File: src/rtl/multdiv_pkg.sv
// Shared definitions for the iterative multiply/divide unit.
//   state_t : control FSM states (IDLE, MUL, DIV, DONE)
//   OP_MUL  : ALU opcode for mul, shared with the processor decode
//   OP_DIV  : ALU opcode for div, shared with the processor decode
package multdiv_pkg;

    typedef enum logic [1:0] {
        IDLE = 2'd0,
        MUL  = 2'd1,
        DIV  = 2'd2,
        DONE = 2'd3
    } state_t;

    localparam logic [4:0] OP_MUL = 5'b00110;
    localparam logic [4:0] OP_DIV = 5'b00111;

endpackage

File: src/rtl/multdiv_addsub.sv
// Add/subtract cell shared by the multiply accumulate and the divide trial
// subtraction.
//   op_x, op_y : operands (WIDTH bits, unsigned)
//   sub        : 0 -> op_x + op_y, 1 -> op_x - op_y
//   sum        : WIDTH-bit result
//   carry      : carry-out; when subtracting, 1 means op_x >= op_y
module multdiv_addsub
    import multdiv_pkg::*;
#(
    parameter int unsigned WIDTH = 33
) (
    input  logic [WIDTH-1:0] op_x,
    input  logic [WIDTH-1:0] op_y,
    input  logic             sub,
    output logic [WIDTH-1:0] sum,
    output logic             carry
);

    logic [WIDTH-1:0] y_sel;

    always_comb begin
        y_sel        = sub ? ~op_y : op_y;
        {carry, sum} = {1'b0, op_x} + {1'b0, y_sel} + {{WIDTH{1'b0}}, sub};
    end

endmodule

File: src/rtl/multdiv_unit.sv
// Iterative signed multiply/divide unit for the execute stage.
//   clock          : master clock, rising edge
//   reset          : asynchronous active-low reset
//   data_operandA  : multiplicand / dividend (two's complement)
//   data_operandB  : multiplier / divisor (two's complement)
//   ctrl_MULT      : start-multiply strobe (wins over ctrl_DIV)
//   ctrl_DIV       : start-divide strobe
//   data_result    : product (low WIDTH bits) or quotient
//   data_exception : multiply overflow, divide-by-zero or divide overflow
//   data_resultRDY : one-cycle completion pulse
//   busy           : high from the cycle after a start until the RDY cycle
// Magnitudes are processed unsigned over WIDTH iterations; the sign is
// applied in DONE.
module multdiv_unit
    import multdiv_pkg::*;
#(
    parameter int unsigned WIDTH = 32
) (
    input  logic             clock,
    input  logic             reset,
    input  logic [WIDTH-1:0] data_operandA,
    input  logic [WIDTH-1:0] data_operandB,
    input  logic             ctrl_MULT,
    input  logic             ctrl_DIV,
    output logic [WIDTH-1:0] data_result,
    output logic             data_exception,
    output logic             data_resultRDY,
    output logic             busy
);

    localparam int unsigned      CNT_W   = $clog2(WIDTH + 1);
    localparam logic [CNT_W-1:0] LAST    = CNT_W'(WIDTH - 1);
    localparam logic [CNT_W-1:0] CNT_ONE = CNT_W'(1);
    localparam logic [WIDTH-1:0] ONE_W   = WIDTH'(1);
    localparam logic [2*WIDTH-1:0] ONE_2W = (2*WIDTH)'(1);

    state_t             state;
    logic [CNT_W-1:0]   cnt;
    logic [WIDTH-1:0]   mag_a;
    logic [WIDTH-1:0]   mag_b;
    logic               sign;
    logic               op_div;
    // Multiply: {product_hi, multiplier shifting out}.
    // Divide:   {remainder, dividend shifting out / quotient shifting in}.
    logic [2*WIDTH-1:0] acc;

    logic               start;
    logic [WIDTH-1:0]   abs_a;
    logic [WIDTH-1:0]   abs_b;

    logic [WIDTH:0]     as_x;
    logic [WIDTH:0]     as_y;
    logic               as_sub;
    logic [WIDTH:0]     as_sum;
    logic               as_carry;

    logic [2*WIDTH-1:0] prod_s;
    logic [WIDTH:0]     prod_top;
    logic               mul_exc;
    logic [WIDTH-1:0]   quo_s;
    logic               div_zero;
    logic               div_ovf;

    assign start = ctrl_MULT | ctrl_DIV;

    // The most-negative value maps to 2^(WIDTH-1), still representable unsigned.
    always_comb begin
        abs_a = data_operandA[WIDTH-1] ? (~data_operandA + ONE_W) : data_operandA;
        abs_b = data_operandB[WIDTH-1] ? (~data_operandB + ONE_W) : data_operandB;
    end

    // Adder operand select: accumulate |A| into the product high half, or
    // trial-subtract |B| from the left-shifted partial remainder.
    always_comb begin
        as_x   = {1'b0, acc[2*WIDTH-1:WIDTH]};
        as_y   = {1'b0, mag_a};
        as_sub = 1'b0;
        if (state == DIV) begin
            as_x   = {acc[2*WIDTH-1:WIDTH], acc[WIDTH-1]};
            as_y   = {1'b0, mag_b};
            as_sub = 1'b1;
        end
    end

    multdiv_addsub #(
        .WIDTH (WIDTH + 1)
    ) u_addsub (
        .op_x  (as_x),
        .op_y  (as_y),
        .sub   (as_sub),
        .sum   (as_sum),
        .carry (as_carry)
    );

    // Sign fixup and exception detection on the finished magnitude.
    always_comb begin
        prod_s   = sign ? (~acc + ONE_2W) : acc;
        prod_top = prod_s[2*WIDTH-1:WIDTH-1];
        mul_exc  = !((&prod_top) || !(|prod_top));
        quo_s    = sign ? (~acc[WIDTH-1:0] + ONE_W) : acc[WIDTH-1:0];
        div_zero = (mag_b == '0);
        // A positive quotient with its msb set only arises from min / -1.
        div_ovf  = !sign && acc[WIDTH-1];
    end

    always_ff @(posedge clock or negedge reset) begin
        if (!reset) begin
            state          <= IDLE;
            cnt            <= '0;
            mag_a          <= '0;
            mag_b          <= '0;
            sign           <= 1'b0;
            op_div         <= 1'b0;
            acc            <= '0;
            data_result    <= '0;
            data_exception <= 1'b0;
            data_resultRDY <= 1'b0;
            busy           <= 1'b0;
        end else begin
            data_resultRDY <= 1'b0;
            if (start) begin
                mag_a  <= abs_a;
                mag_b  <= abs_b;
                sign   <= data_operandA[WIDTH-1] ^ data_operandB[WIDTH-1];
                cnt    <= '0;
                busy   <= 1'b1;
                op_div <= !ctrl_MULT;
                if (ctrl_MULT) begin
                    acc   <= {{WIDTH{1'b0}}, abs_b};
                    state <= MUL;
                end else begin
                    acc   <= {{WIDTH{1'b0}}, abs_a};
                    state <= DIV;
                end
            end else begin
                case (state)
                    IDLE: ;
                    MUL: begin
                        if (acc[0])
                            acc <= {as_sum, acc[WIDTH-1:1]};
                        else
                            acc <= {1'b0, acc[2*WIDTH-1:1]};
                        cnt <= cnt + CNT_ONE;
                        if (cnt == LAST)
                            state <= DONE;
                    end
                    DIV: begin
                        if (as_carry)
                            acc <= {as_sum[WIDTH-1:0], acc[WIDTH-2:0], 1'b1};
                        else
                            acc <= {acc[2*WIDTH-2:0], 1'b0};
                        cnt <= cnt + CNT_ONE;
                        if (cnt == LAST)
                            state <= DONE;
                    end
                    DONE: begin
                        if (op_div) begin
                            if (div_zero) begin
                                data_result    <= '0;
                                data_exception <= 1'b1;
                            end else begin
                                data_result    <= quo_s;
                                data_exception <= div_ovf;
                            end
                        end else begin
                            data_result    <= prod_s[WIDTH-1:0];
                            data_exception <= mul_exc;
                        end
                        data_resultRDY <= 1'b1;
                        busy           <= 1'b0;
                        state          <= IDLE;
                    end
                    default: state <= IDLE;
                endcase
            end
        end
    end

endmodule

File: config.mk
export PLATFORM = sky130hd
export DESIGN_NAME = multdiv_unit
export DESIGN_NICKNAME = d
export VERILOG_FILES = /design/src/rtl/multdiv_pkg.sv /design/src/rtl/multdiv_addsub.sv /design/src/rtl/multdiv_unit.sv
export SDC_FILE = /design/constraint.sdc
export NUM_CORES = 1
export LEC_CHECK = 0
export CAP_MARGIN = 20
export CORE_ASPECT_RATIO = 0.75
export CORE_MARGIN = 2
export CORE_UTILIZATION = 50
export DETAILED_ROUTE_END_ITERATION = 6
export PLACE_DENSITY_LB_ADDON = 0.2
export SLEW_MARGIN = 20
export SYNTH_ARGS = -nofsm -noshare
export SYNTH_HDL_FRONTEND = slang
export SYNTH_SLANG_ARGS = --single-unit
export TNS_END_PERCENT = 20
File: constraint.sdc
create_clock -name clock -period 7.7 [get_ports clock]
set_input_delay 2.31 -clock clock [delete_from_list [all_inputs] [get_ports clock]]
set_output_delay 2.31 -clock clock [all_outputs]
set_load 0.02 [all_outputs]
* After elaboration in Yosys (flattened, before gate mapping) *
Cells that the tools add are included.

operators by class
  $add $sub $neg = 7
  reduce and logical (&&, ||, !) cells = 16
  equality and inequality tests = 5
  bitwise gates (word level) = 8
  muxes and demuxes = 27

operators with widths
  operator               number
  $mux 64                4
  $mux 32                7
  $pmux 64 s2            1
  $add 32x1->32 const B  3
  $not 32->32            3
  $mux 33                2
  $add 64x1->64 const B  1
  $not 64->64            1
  $add 33x33->34         1
  $add 34x1->34          1
  $not 32->33            1
  $reduce_and 33->1      1
  $reduce_or 33->1       1
  $logic_not 32->1       1
  $mux 6                 2
  $mux 1                 7
  $add 6x1->6 const B    1
  $eq 6x5->1 const B     1
  $mux 2                 3
  $reduce_bool 3->1      2
  $eq 2x2->1 const B     2
  $logic_not 1->1        4
  $pmux 2 s2             1
  $reduce_and 2->1       2
  other kinds (9)        10

word-level totals
  register bits after elaboration = 173
  input bits = 68
  word-level logic and storage cells = 74
  output and inout bits = 35

* Longest topological paths before layout *
  depth in word-level cells = 9
  depth in mapped cells = 20
  depth with buffers taken out = 14

* By module *
From an unflattened synthesis, not the netlist that was laid out.

unflattened totals
  cell total of the unflattened synthesis = 1808
  area total of the unflattened synthesis = 14694.1 sq um

modules (own cells, without submodules)
  module          area each (sq um)  cells each  times used  seq. area each (sq um)
  multdiv_unit    12658.4            1522        1           4329.2
  multdiv_addsub  2035.7             286         1           0.0

* Worst setup path after synthesis *
OpenSTA, ideal clock, no wires.

  path kind = reg-to-reg
  start point = register state[0]
  end point = register acc[0]
  setup time = 0.138 ns
  data required time = 7.562 ns
  arrival = 4.863 ns
  path slack = 2.699 ns
  path buffers = 6
  period minus slack after synthesis = 5.001 ns
  cell stages (with the launch flop) = 20
  cells stage by stage = dfrtp_1 -> inv_1 -> ha_1 -> clkbuf_1 -> clkbuf_1 -> buf_1 -> buf_1 -> mux2_2 -> ha_1 -> a21o_1 -> o21bai_1 -> o211ai_1 -> a21oi_1 -> a31oi_1 -> a41oi_1 -> clkbuf_1 -> buf_1 -> o21ai_0 -> o21ai_0 -> a22oi_1

between the ends
  cells in the longest elaborated chain, start to end = 9
  elaborated cells between the ends (all ways) = 13
  those cells by class = add/sub: 2; eq/ne: 2; mux: 7; bitwise: 1; reduce/logical: 1

ends and longest elaborated chain
  element                   RTL line                                 RTL
  start: declaration        multdiv_unit.sv:37                       state_t state;
  start signal: assignment  multdiv_unit.sv:108                      state <= IDLE;
  start signal: assignment  multdiv_unit.sv:130                      state <= MUL;
  start signal: assignment  multdiv_unit.sv:133                      state <= DIV;
  $eq 2x2->1                multdiv_unit.sv:78, multdiv_unit.sv:136
  $mux 32                   multdiv_unit.sv:78                       if (state == DIV) begin
  $not 32->33               multdiv_addsub.sv:22                     y_sel = sub ? ~op_y : op_y;
  $mux 33                   multdiv_addsub.sv:22
  $add 33x33->34            multdiv_addsub.sv:23                     {carry, sum} = {1'b0, op_x} + {1'b0, y_sel} + {{WIDTH{1'b0}}, sub};
  $add 34x1->34             multdiv_addsub.sv:23
  $mux 64                   multdiv_unit.sv:148                      if (as_carry)
  $pmux 64 s2               multdiv_unit.sv:136                      case (state)
  $mux 64                   multdiv_unit.sv:121                      if (start) begin
  end signal: assignment    multdiv_unit.sv:140                      acc <= {as_sum, acc[WIDTH-1:1]};
  end signal: assignment    multdiv_unit.sv:149                      acc <= {as_sum[WIDTH-1:0], acc[WIDTH-2:0], 1'b1};
  end signal: assignment    multdiv_unit.sv:151                      acc <= {acc[2*WIDTH-2:0], 1'b0};
  end: declaration          multdiv_unit.sv:45                       logic [2*WIDTH-1:0] acc;

Several ways; a longest one is shown, not always the timed one.
A chain may end at the register's enable or synchronous reset.

* Worst setup path after layout *
  start point = input port data_operandB[0]
  end point = register acc[26]

between the ends
  cells in the longest elaborated chain, start to end = 5

ends and longest elaborated chain
  element                 RTL line             RTL
  start: declaration      multdiv_unit.sv:22   input logic [WIDTH-1:0] data_operandB,
  $not 32->32             multdiv_unit.sv:69   abs_b = data_operandB[WIDTH-1] ? (~data_operandB + ONE_W) : data_operandB;
  $add 32x1->32           multdiv_unit.sv:69
  $mux 32                 multdiv_unit.sv:69
  $mux 32                 multdiv_unit.sv:128  if (ctrl_MULT) begin
  $mux 64                 multdiv_unit.sv:121
  end signal: assignment  multdiv_unit.sv:129  acc <= {{WIDTH{1'b0}}, abs_b};
  end signal: assignment  multdiv_unit.sv:132  acc <= {{WIDTH{1'b0}}, abs_a};
  end signal: assignment  multdiv_unit.sv:140

No other way between the ends.

==> out/results.txt <==
Status: completed
Worst Path Arrival: 6.02 ns
Worst Path Class, Setup: in2reg
FFs w/ async S/R, synth: 100%
Pins Over Slew Limit: 0
I/O Pins: 103
DIE WIDTH: 196 um
Final setup fails: 0
Number of nets with antenna violations after routing: 0
Gr ovfl total: 0
Post-Syn Area: 13900 sq um
Syn avg cell area: 8.04 sq um
HP Class: reg2reg
Post-Route Utilization: 57.7%
Die Y: 148 um
Finished Layout Cells: 2097
Core area: 27100 sq um
Post-Synthesis Cells: 1728
#FFs+latches synth: 173
DR DRC count: 0
Post-CTS Setup Bufs: 0
# nets final: 1841
Final Hold Fails: 0
Cell taking the most area after synthesis: dfrtp_1
Slew margin rel.: 30.8%
Setup TNS: 0 ns
DR pass1 iterations: 6
N_diodes: 0
Synth area leaders: dfrtp_1 (31%), a21oi_1 (6.8%), nor2_1 (5.3%)
IO buf count: 102
EDFF count, synth: 0
Most common cell in the netlist: nor2_1
Number of DRC markers in iteration 0: 1826
Most frequent cells after synthesis: nor2_1 (198), a21oi_1 (189), dfrtp_1 (173)
Vias in the first global route: 12400
Synth top area share: 31.2%
CP Capture Type: register
Rows: 52
DR vias: 13700
Count of cell types in the netlist: 77
GP Congestion: 0.983
Final min period: 5.70 ns
Pin count of the biggest net entering global routing: 80
Worst-Skew Late Latency: 0.46 ns
Worst VDD drop: 0.000177 V
Dpl cells: 2065
Pwr Total: 3.48 mW
DRT Wirelength: 49100 um
Root Buffer: clkbuf_16
Clock transition at path regs: 0.08 ns
CTS H-Tree Depth: 4
Worst EP required: 8.02 ns
Crit Path Max Fanout: 4
Cts bufs inserted: 17
Yosys Warn Count: 0
Starting density of the core: 51.2%
Pwr Density: 222 nW/um^2
Die ar.: 29100 sq um
Max clock buf depth: 2
Seq/Total Area, Yosys: 31.2%
Post-DP HPWL: 36900 um
Worst Max-Slew Pin Slew: 1.03 ns
Post-synth net total: 1836
Primary FF master, synth: dfrtp_1
Initial antenna violation count: 0
Leak Pwr: 6.50 nW
Layout cells sized above 1: 7.79%
Fin crit share: 74.1%
Max-cap viol count: 0
Routed len/inst: 23.4 um
Hold_ws: 0.479 ns
CTS resizes: 0
Hold buffer count at CTS: 0
First-pass GRT wire length: 75200 um
Worst setup SP type: input pin
Synth-to-Final Area Change: 12.7%
CTS tree: done
GRT Total Usage: 34.0%
CTS sink count: 173
Vias per inst: 6.55
Clock Skew: 0.0168 ns
RSZ-0062 raised after global routing: false
Max Freq: 175 MHz
## layer usage
| metal | share of wire [%] | track usage, % | wire, um | vias to the layer above |
|---|---|---|---|---|
| met5 | 0 | 0 | 0 | - |
| met4 | 1.8 | 8.30 | 903 | 0 |
| met3 | 13 | 11.4 | 6570 | 64 |
| met2 | 40 | 45.9 | 19500 | 809 |
| met1 | 45 | 51.5 | 22100 | 6522 |
| li1 | - | - | - | 6334 |
## final timing paths
kind	startpoint	endpoint	slack (ns)	depth (start not counted)
min reg2reg	data_result[26]$_DFFE_PN0P_	data_result[26]$_DFFE_PN0P_	0.48	2
min in group asynchronous	reset	mag_b[20]$_DFFE_PN0N_	1.77	1
max reg2reg	state[0]$_DFFE_PN0P_	acc[54]$_DFFE_PN0P_	2.24	16
max in group asynchronous	reset	acc[63]$_DFFE_PN0P_	4.62	2
min	data_result[26]$_DFFE_PN0P_	data_result[26]$_DFFE_PN0P_	0.48	2
max	data_operandB[0]	acc[26]$_DFFE_PN0P_	2.00	11
## cells in the final DEF, fill, tap and decap left out, drive strengths merged, types with 6 or more instances in the layout
cell type / netlist / layout
nor2: 198 / 198
a21oi: 189 / 189
dfrtp: 173 / 173
nand2: 145 / 145
o21ai: 116 / 116
clkdlybuf4s50: 0 / 101
xor2: 81 / 81
xnor2: 63 / 63
mux2i: 52 / 52
inv: 39 / 48
mux2: 43 / 43
ha: 39 / 39
nor3: 35 / 35
o31ai: 34 / 34
nor4: 30 / 30
buf: 29 / 27
or4: 24 / 24
a211oi: 22 / 22
nand4: 20 / 20
nand3: 20 / 20
o41ai: 20 / 20
or3: 19 / 19
clkbuf: 113 / 17
o221ai: 15 / 15
o22ai: 14 / 14
or2: 13 / 13
a21o: 12 / 12
o211ai: 12 / 12
nor2b: 12 / 12
a22o: 12 / 12
o21a: 10 / 10
a31oi: 10 / 10
nor3b: 9 / 9
a221oi: 9 / 9
nand2b: 8 / 8
a21boi: 6 / 6
## registers in the layout (all words and copies together), names as in the netlist
| register | cells |
|---|---|
| cnt | 6 |
| op_div | 1 |
| data_result | 32 |
| data_resultRDY | 1 |
| state | 2 |
| data_exception | 1 |
| mag_a | 32 |
| acc | 64 |
| mag_b | 32 |
| sign | 1 |
| busy | 1 |
## cell families after synthesis
| kind of cell | share of synthesized area [%] |
|---|---|
| XOR/XNOR | 9.08 |
| multiplexers | 7.23 |
| adder cells (fa/ha/maj) | 3.66 |
| AND/OR/NAND/NOR | 19.7 |
| AO/OA/AOI/OAI | 24.1 |
| flip-flops | 31.2 |
| buffers and inverters | 5.04 |
## worst max-delay path: stages
cell and delay (ns):
clkdlybuf4s50_1 0.51, inv_1 0.12, ha_1 0.18, nor3b_1 0.66, nand3_1 0.25, nor4_1 0.68
nand2_1 0.21, o41ai_1 0.35, xnor2_1 0.17, a221oi_1 0.48, a21oi_1 0.07
## per-stage QoR
step / worst slack [ns] / area, sq um
2_1_floorplan: 2.70 / 13900
5_1_grt: 1.87 / 15700
3_5_place_dp: 1.72 / 15100
6_report: 2.00 / 15700
3_3_place_gp: 1.71 / 15100
4_1_cts: 2.17 / 15700
## report_power, final
part,total [mW],switching (mW),leakage (nW),internal [mW]
combinational,1.36,0.818,4.09,0.546
clock,0.882,0.445,0.284,0.438
sequential,1.23,0.183,2.12,1.05
## cell type report
type / count / area, sq um
fill: 2468 / 11500
multi-input combinational: 1373 / 8930
sequential: 173 / 4330
timing repair buffer: 128 / 1220
tap: 351 / 439
clock buffer: 17 / 425
clock inverter: 15 / 166
inverter: 40 / 150
Power figures use the tool's default switching activity.
